===== src/rtl/reorder_buffer.sv =====
// Circular in-order reorder buffer: allocate at tail, complete by index on two
// ports, retire completed entries from head in program order.

module rob_entry #(
    parameter int PAY_W = 20
) (
    input  logic             clk,
    input  logic             rst,
    input  logic             flush_i,
    input  logic             alloc_i,
    input  logic             cmpl_i,
    input  logic             retire_i,
    input  logic [PAY_W-1:0] pay_i,
    output logic             valid_o,
    output logic             done_o,
    output logic [PAY_W-1:0] pay_o
);

    logic             valid_q, valid_d;
    logic             done_q, done_d;
    logic [PAY_W-1:0] pay_q, pay_d;

    always_comb begin
        valid_d = valid_q;
        done_d  = done_q;
        pay_d   = pay_q;
        if (flush_i) begin
            valid_d = 1'b0;
        end else if (alloc_i) begin
            valid_d = 1'b1;
            done_d  = 1'b0;
            pay_d   = pay_i;
        end else begin
            if (retire_i) valid_d = 1'b0;
            // strobes aimed at a free slot are stale and must not mark it done
            if (cmpl_i && valid_q) done_d = 1'b1;
        end
    end

    always_ff @(posedge clk) begin
        if (!rst) begin
            valid_q <= 1'b0;
            done_q  <= 1'b0;
            pay_q   <= '0;
        end else begin
            valid_q <= valid_d;
            done_q  <= done_d;
            pay_q   <= pay_d;
        end
    end

    assign valid_o = valid_q;
    assign done_o  = done_q;
    assign pay_o   = pay_q;

endmodule

module reorder_buffer #(
    parameter int ROB_SIZE = 16,
    parameter int ROB_W    = 4,
    parameter int PREG_W   = 7
) (
    input  logic              clk,
    input  logic              rst,
    input  logic              alloc_valid,
    output logic              alloc_ready,
    input  logic              alloc_has_rd,
    input  logic [4:0]        alloc_ard,
    input  logic [PREG_W-1:0] alloc_prd,
    input  logic [PREG_W-1:0] alloc_old_prd,
    output logic [ROB_W-1:0]  rob_index,
    input  logic              cmpl0_valid,
    input  logic [ROB_W-1:0]  cmpl0_index,
    input  logic              cmpl1_valid,
    input  logic [ROB_W-1:0]  cmpl1_index,
    input  logic              retire_stall,
    output logic              retire_valid,
    output logic              retire_has_rd,
    output logic [4:0]        retire_ard,
    output logic [PREG_W-1:0] retire_prd,
    output logic [PREG_W-1:0] retire_old_prd,
    input  logic              flush,
    output logic [ROB_W:0]    count,
    output logic              empty
);

    localparam int PAY_W = 6 + 2 * PREG_W;
    localparam logic [ROB_W:0] FULL = ROB_SIZE[ROB_W:0];

    logic [ROB_W-1:0] head_q, head_d;
    logic [ROB_W-1:0] tail_q, tail_d;
    logic [ROB_W:0]   count_q, count_d;

    logic [ROB_SIZE-1:0] ent_valid, ent_done;
    logic [PAY_W-1:0]    ent_pay [ROB_SIZE];
    logic [PAY_W-1:0]    head_pay;
    logic                alloc_fire;

    assign alloc_ready  = (count_q != FULL);
    assign alloc_fire   = alloc_valid && alloc_ready && !flush;
    assign retire_valid = ent_valid[head_q] && ent_done[head_q] && !retire_stall && !flush;

    genvar g;
    generate
        for (g = 0; g < ROB_SIZE; g++) begin : g_ent
            rob_entry #(.PAY_W(PAY_W)) u_ent (
                .clk      (clk),
                .rst      (rst),
                .flush_i  (flush),
                .alloc_i  (alloc_fire && (tail_q == ROB_W'(g))),
                .cmpl_i   ((cmpl0_valid && (cmpl0_index == ROB_W'(g))) ||
                           (cmpl1_valid && (cmpl1_index == ROB_W'(g)))),
                .retire_i (retire_valid && (head_q == ROB_W'(g))),
                .pay_i    ({alloc_has_rd, alloc_ard, alloc_prd, alloc_old_prd}),
                .valid_o  (ent_valid[g]),
                .done_o   (ent_done[g]),
                .pay_o    (ent_pay[g])
            );
        end
    endgenerate

    always_comb begin
        head_d  = head_q;
        tail_d  = tail_q;
        count_d = count_q;
        if (flush) begin
            head_d  = '0;
            tail_d  = '0;
            count_d = '0;
        end else begin
            if (alloc_fire)   tail_d = tail_q + 1'b1;
            if (retire_valid) head_d = head_q + 1'b1;
            count_d = count_q + {{ROB_W{1'b0}}, alloc_fire} - {{ROB_W{1'b0}}, retire_valid};
        end
    end

    always_ff @(posedge clk) begin
        if (!rst) begin
            head_q  <= '0;
            tail_q  <= '0;
            count_q <= '0;
        end else begin
            head_q  <= head_d;
            tail_q  <= tail_d;
            count_q <= count_d;
        end
    end

    assign head_pay  = ent_pay[head_q];
    assign {retire_has_rd, retire_ard, retire_prd, retire_old_prd} = head_pay;
    assign rob_index = tail_q;
    assign count     = count_q;
    assign empty     = (count_q == '0);

endmodule


===== config.mk =====
export PLATFORM = sky130hd
export DESIGN_NAME = reorder_buffer
export DESIGN_NICKNAME = d
export VERILOG_FILES = /design/src/rtl/reorder_buffer.sv
export SDC_FILE = /design/constraint.sdc
export NUM_CORES = 1
export LEC_CHECK = 0
export ABC_AREA = 1
export CAP_MARGIN = 20
export CORE_UTILIZATION = 60
export DETAILED_ROUTE_END_ITERATION = 7
export HOLD_SLACK_MARGIN = 0.1
export PLACE_DENSITY = 0.9
export SYNTH_ARGS = -nofsm -noshare
export SYNTH_HDL_FRONTEND = slang
export SYNTH_SLANG_ARGS = --single-unit

===== constraint.sdc =====
create_clock -name clk -period 3.11 [get_ports clk]
set_clock_uncertainty 0.05 [all_clocks]
set_input_delay 0.311 -clock clk [delete_from_list [all_inputs] [get_ports clk]]
set_output_delay 0.311 -clock clk [all_outputs]
set_load 0.03 [all_outputs]

==> results of run 1 <==
-- cell usage after synthesis (all sizes together), types with 3 or more instances --
master and count:
ha 14, nor3 18, o21ai 477, nand3 35, inv 118, nand2 218
a31oi 15, nand4 20, o22ai 76, xor2 3, a21oi 125, clkbuf 125
nor2 707, dfxtp 365, or2 3, buf 68
-- metal layers --
| layer | share of wire, % | wire (um) | global-route usage (%) | vias to the layer above |
|---|---|---|---|---|
| met5 | 0 | 0 | 0 | - |
| met4 | 4.2 | 2224 | 16.19 | 0 |
| met3 | 15 | 7757 | 7.138 | 236 |
| met2 | 43 | 23080 | 57.43 | 1428 |
| met1 | 38 | 20210 | 51.47 | 7734 |
| li1 | - | - | - | 7725 |
-- cells in the final DEF (no fill, tap or decap), drive strengths merged, types with 5 or more instances in the layout --
| master | n |
|---|---|
| dfxtp | 365 |
| clkdlybuf4s50 | 44 |
| a21oi | 125 |
| o21ai | 477 |
| buf | 67 |
| nor3 | 18 |
| clkbuf | 48 |
| bufinv | 5 |
| clkinv | 9 |
| nand3 | 35 |
| a31oi | 15 |
| inv | 121 |
| nand4 | 20 |
| nand2 | 218 |
| nor2 | 707 |
| o22ai | 76 |
| ha | 14 |
-- report_power, final --
group	total (mW)	switching [mW]	internal, mW
logic	0.511	0.343	0.168
clock network	4.81	1.99	2.82
registers	4.72	0.0179	4.70
total	10.0	2.35	7.69
-- repair_timing --
action	4_1_cts	5_1_grt
endpoints found under the hold margin	26	0
hold buffers	1	0
pin swaps	0	0
resized for setup	3	4
buffers inserted	0	4
setup endpoints to repair	20	14
-- area by class of cell --
| type | count | area (um^2) | area share [%] |
|---|---|---|---|
| clock buffer | 48 | 1039 | 5.628 |
| clock inverter | 20 | 276.5 | 1.498 |
| sequential | 365 | 7312 | 39.62 |
| timing repair buffer | 112 | 1181 | 6.400 |
| tap | 341 | 426.7 | 2.312 |
| inverter | 118 | 445.4 | 2.414 |
| multi-input combinational | 1714 | 7774 | 42.13 |
-- critical path, delay by kind of cell, from the launching register on --
kind	cells	cell delay, ns
AOI/OAI and AO/OA	2	0.35
DFF	1	0.45
and+or+nand+nor	3	0.50
buffers and inverters	3	0.85
-- registers in the layout (all words and copies together) (netlist names) --
register and flops:
g_ent.u_ent.pay_o 320, g_ent.u_ent.done_o 16, g_ent.u_ent.valid_o 16, count 5
head_q 4, rob_index 4
-- through the flow --
stage / TNS, ns / hold slack [ns]
floorplan: 0 / 0.3797
global placement: 0 / 0.3889
detailed placement: 0 / 0.3938
CTS: 0 / 0.3956
global route: -0.03198 / 0.4111
finish: 0 / 0.4011
-- final timing paths --
| check | slack, ns | end | cells after the start |
|---|---|---|---|
| setup / recovery | 0.04 | retire_ard[4] | 8 |
| hold / removal | 0.40 | rob_index[0] | 3 |
| setup reg to reg | 0.20 | count[4] | 19 |
| hold reg to reg | 0.40 | g_ent[13].u_ent.pay_o[13] | 2 |
-- cell families (layout without fill, tap and decap cells) --
group	count (synthesis)	in the layout	share of synthesized area, %
AOI/OAI and AO/OA	694	694	21.93
xor gates and xnor gates	3	3	0.1605
adders and majority gates	15	15	1.192
buffers and inverters	311	298	7.934
DFF	365	365	44.64
and+or+nand+nor	1002	1002	24.15
==> impl_metrics.ini, run 1 <==
[logic_synthesis]
synth.yosys.warnings = 0
ys_seq_area_share_pct = 44.64
syn-cell-area_um2 = 16370
postSynthAreaPerCell_um2 = 6.849
synthCells = 2390
postSynth.asyncResetShare_pct = 0
synth.area.top_cells = dfxtp_1 (45%), nor2_1 (16%), o21ai_0 (13%)
synth.distinct_cells = 31
synth_nets = 2440
synth-seq-cells = 365
synth_top_area_share_pct = 44.64
synth-edff-count = 0
synth-main-ff-cell = dfxtp_1
yosysTopAreaCell = dfxtp_1

[global_routing]
grt_antenna_before_repair = 0
grt_use_total_pct = 37.42
grt_remaining_overflow = 0
grt_pass1_vias = 15924
grt_max_degree = 193
grt_first_pass_wirelength_um = 83950

[min_path]
hold_class = in -> reg
hp-start = alloc_valid

[pwr]
power_density_nw_per_um2 = 544.1
power.total_mw = 10.04
power.leakage_nw = 7.775
ir_drop_mv = 0.4602

[finish]
fin_area_um2 = 18450
fill_cells = 2110
diodes = 0
syn_to_final_growth_pct = 12.73
nets = 2398
drive_above_1_share_pct = 6.857
post-route-util_pct = 68.66
instances_no_fill = 2718

[clock_tree]
clockBufferDepth = 3
cts_max_level = 2
root_buffer = clkbuf_16
worstSkewPairLatency_ns = 0.53
clk_pin_slew_ns = 0.06
cts_buffers = 37
cts_tree = built
clkSinkCount = 365

[floorplan]
initial_core_util_pct = 60.91
ios = 67
placementRows = 60
die_area_um2 = 27950
core_area_um2 = 26880
fp.dieW_um = 167.2
fp.dieH_um = 167.2

[outcome]
status = complete, but fails checks
violations = DRC

[placement]
dp.cells = 2645
place_hpwl_um = 31450
place_congestion = 0.9152
pre_cts_slack_ns = 0.1833
dpl_cell_area_um2 = 17080
numPortBuffers = 66

[detailed_routing]
drt_wl_total_um = 53270
via_per_inst = 6.300
dr.first_iter.drc_count = 3133
vias = 17123
ant_nets = 0
drc_errors = 3
drt-pass1-iter-count = 8
avgRoutedWirePerCell_um = 19.60

[sta]
worst_slack_ns = 0.04008
fmax_ghz = 0.3257
relSlewSlack_pct = 29.02
fin_crit_sh_pct = 98.71
rsz0062_at_grt = true
drv_slew = 0
timing_hold_violations_final = 0
fin_crit_ns = 3.070
setup_viol = 0
worstMarginPinSlew_ns = 1.063

[worst_setup_path]
required_ns = 2.75
crit_path_start_kind = register
cp_slowest_stage_delay_ns = 0.45
crit_fanout = 47
cp-startpoint = head_q[0]
end_kind = primary output
crit_chain = buf_4 > buf_4 > a21oi_1 > o21ai_0 > nand2_1 > nand2_1 > nand4_1 > buf_12
regToRegStartpoint = head_q[0]
cp_slowest_cell = dfxtp_4
arrival_ns = 2.71
crit_type = reg -> out

[job]
cap_viol_max_count = 0
No activity file was read; power rests on OpenSTA's default activity.
==> run 2, diff against run 1 <==
Settings changed: GPL_ROUTABILITY_DRIVEN set to 0, MAX_ROUTING_LAYER set to met4.
==> run 2 against run 1 <==
The run still ends with DRC left. Combinational power about the same. Sequential power about the same. Highest routed layer unchanged. First-iteration DRC count increased by 5.3%. Final cell count decreased by 0.48%. Count of clock-buffer cells in the layout increased by 1. Via count about the same. Largest power group is now sequential cells. Critical endpoint is now retire_prd[4]. Routed wire length decreased by 1.4%.
==> impl_metrics.ini, run 2 (same netlist as run 1, synthesis figures left out) <==
[sta]
worstMarginPinSlew_ns = 1.103
relSlewSlack_pct = 26.37
fmax_ghz = 0.3287
drv_slew = 0
setup-tns-final_ns = 0
fin_crit_ns = 3.042
setup_viol = 0
worst_hold_slack_ns = 0.1586
timing_hold_violations_final = 0
fin_crit_sh_pct = 97.81

[clock_tree]
cts_buffers = 37
worstSkewPairLatency_ns = 0.53
clkSinkCount = 365
cts_max_level = 2
clk_pin_slew_ns = 0.06
cts_tree = built
root_buffer = clkbuf_16
clockBufferDepth = 3
ctsHoldBuffers = 0

[worst_setup_path]
end_kind = primary output
required_ns = 2.75
r2r_end = count[4]
arrival_ns = 2.68
crit_fanout = 160
crit_path_start_kind = register
regToRegStartpoint = head_q[0]
crit_path_end = retire_prd[4]
rrSetupSlack_ns = 0.17
cp-startpoint = head_q[0]
r2r_cells = 19
crit_type = reg -> out

[pwr]
power_frac_comb_pct = 5.2
p_sw_share_pct = 22.67
switching_power_mw = 2.231
ir_drop_mv = 0.3923
power_density_nw_per_um2 = 536.0
p_int_mw = 7.608
clkPwrFrac_pct = 46.8
power.total_mw = 9.839
seqPwrFrac_pct = 48.0
power.leakage_nw = 7.713

[finish]
diodes = 0
final_cell_mix = nor2_1 (697), o21ai_0 (430), dfxtp_1 (363), nand2_1 (212), a21oi_1 (125)
final_common_cell = nor2_1
fin_area_um2 = 18360
syn_to_final_growth_pct = 12.15
drive_above_1_share_pct = 6.345
largest_reg_flops = 320
fill_cells = 2036
nets = 2392

[min_path]
hold_class = in -> reg

[detailed_routing]
wl_met3_um = 7826
drc_errors = 19
avgRoutedWirePerCell_um = 19.42
top_layer = met4
routed-wl-met2_um = 22590
via_per_inst = 6.330
drt-pass1-iter-count = 8
drt_wl_total_um = 52520
met1_length_um = 19090
dr.first_iter.drc_count = 3300
ant_nets = 0
vias = 17124

[outcome]
status = complete, but fails checks
violations = DRC

[global_routing]
grt_use_total_pct = 38.02
grt_pass1_vias = 16114
grt_antenna_before_repair = 0
grt_first_pass_wirelength_um = 82950
grt_remaining_overflow = 0
grt_max_degree = 164

[floorplan]
core_area_um2 = 26880
fp.dieW_um = 167.2
die_area_um2 = 27950
fp.dieH_um = 167.2
ios = 67
initial_core_util_pct = 60.91
placementRows = 60

[placement]
numPortBuffers = 66
place_hpwl_um = 29720
dpl_cell_area_um2 = 17040

[job]
cap_viol_max_count = 0
## run 2: changes by cell type in the layout (fill, tap and decap cells not counted), moves of 2 or more
cell        change
buf_16          +2
buf_12          -2
clkbuf_1        +3
clkbuf_8        -2
clkinvlp_4      -2
clkinv_2        -2
buf_4           -5
clkinv_4        -2
## run 2: metrics by stage
| step | utilization, % | worst slack [ns] | std cells |
|---|---|---|---|
| 3_3_place_gp | 63.38 | 0.2197 | 2638 |
| 5_1_grt | 68.31 | -0.01532 | 2705 |
| 4_1_cts | 68.00 | 0.008577 | 2699 |
| 6_report | 68.31 | 0.06813 | 2705 |
| 2_1_floorplan | - | 0.1646 | 2390 |
| 3_5_place_dp | 63.38 | 0.1305 | 2638 |
## run 2: layout make-up
| class | count | area (um^2) | share of cell area, % |
|---|---|---|---|
| multi-input cells | 1714 | 7781 | 42.39 |
| flip-flops and latches | 365 | 7315 | 39.84 |
| repair buffers | 106 | 1149 | 6.257 |
| clock buffers | 49 | 1022 | 5.568 |
| inverters | 118 | 450.4 | 2.454 |
| well taps | 341 | 426.7 | 2.324 |
| clock inverters | 12 | 214.0 | 1.165 |
## run 2: critical path, stage by stage, from the launching register on
cell     delay (ns)
dfxtp_4        0.45
buf_4          0.16
buf_16         0.45
a21oi_1        0.13
o21ai_0        0.14
nand2_1        0.13
nand2_1        0.15
nand4_1        0.25
buf_12         0.22
## run 2: worst min-delay path by stage
stage | startpoint | end | depth (start not counted)
2_1_floorplan | g_ent[13].u_ent.pay_o[0] | g_ent[13].u_ent.pay_o[0] | 2
3_3_place_gp | g_ent[13].u_ent.pay_o[0] | g_ent[13].u_ent.pay_o[0] | 2
3_5_place_dp | g_ent[13].u_ent.pay_o[8] | g_ent[13].u_ent.pay_o[8] | 2
4_1_cts | rst | g_ent[11].u_ent.pay_o[4] | 3
5_1_grt | rst | g_ent[3].u_ent.pay_o[8] | 3
6_report | rst | g_ent[11].u_ent.pay_o[4] | 3
## run 2: routing by layer
layer	track usage (%)	vias to the layer above
li1	-	7715
met3	8.650	322
met4	22.62	0
met1	47.43	7679
met5	-	-
met2	56.36	1408
## run 2: timing repair
action,CTS,global route
hold endpoints to repair,0,0
gates resized for setup,1,12
pin swaps,0,2
setup buffers,0,6
cloned,0,0
endpoints found under the setup margin,14,19
## run 2: power groups by stage
stage	clock network (mW)	registers (mW)	logic (mW)
after global placement	0	4.82	0.480
final	4.61	4.72	0.511
after detailed placement	0	4.83	0.486
after floorplan	0	4.83	0.255
after global routing	4.78	4.72	0.531
after CTS	4.60	4.72	0.490
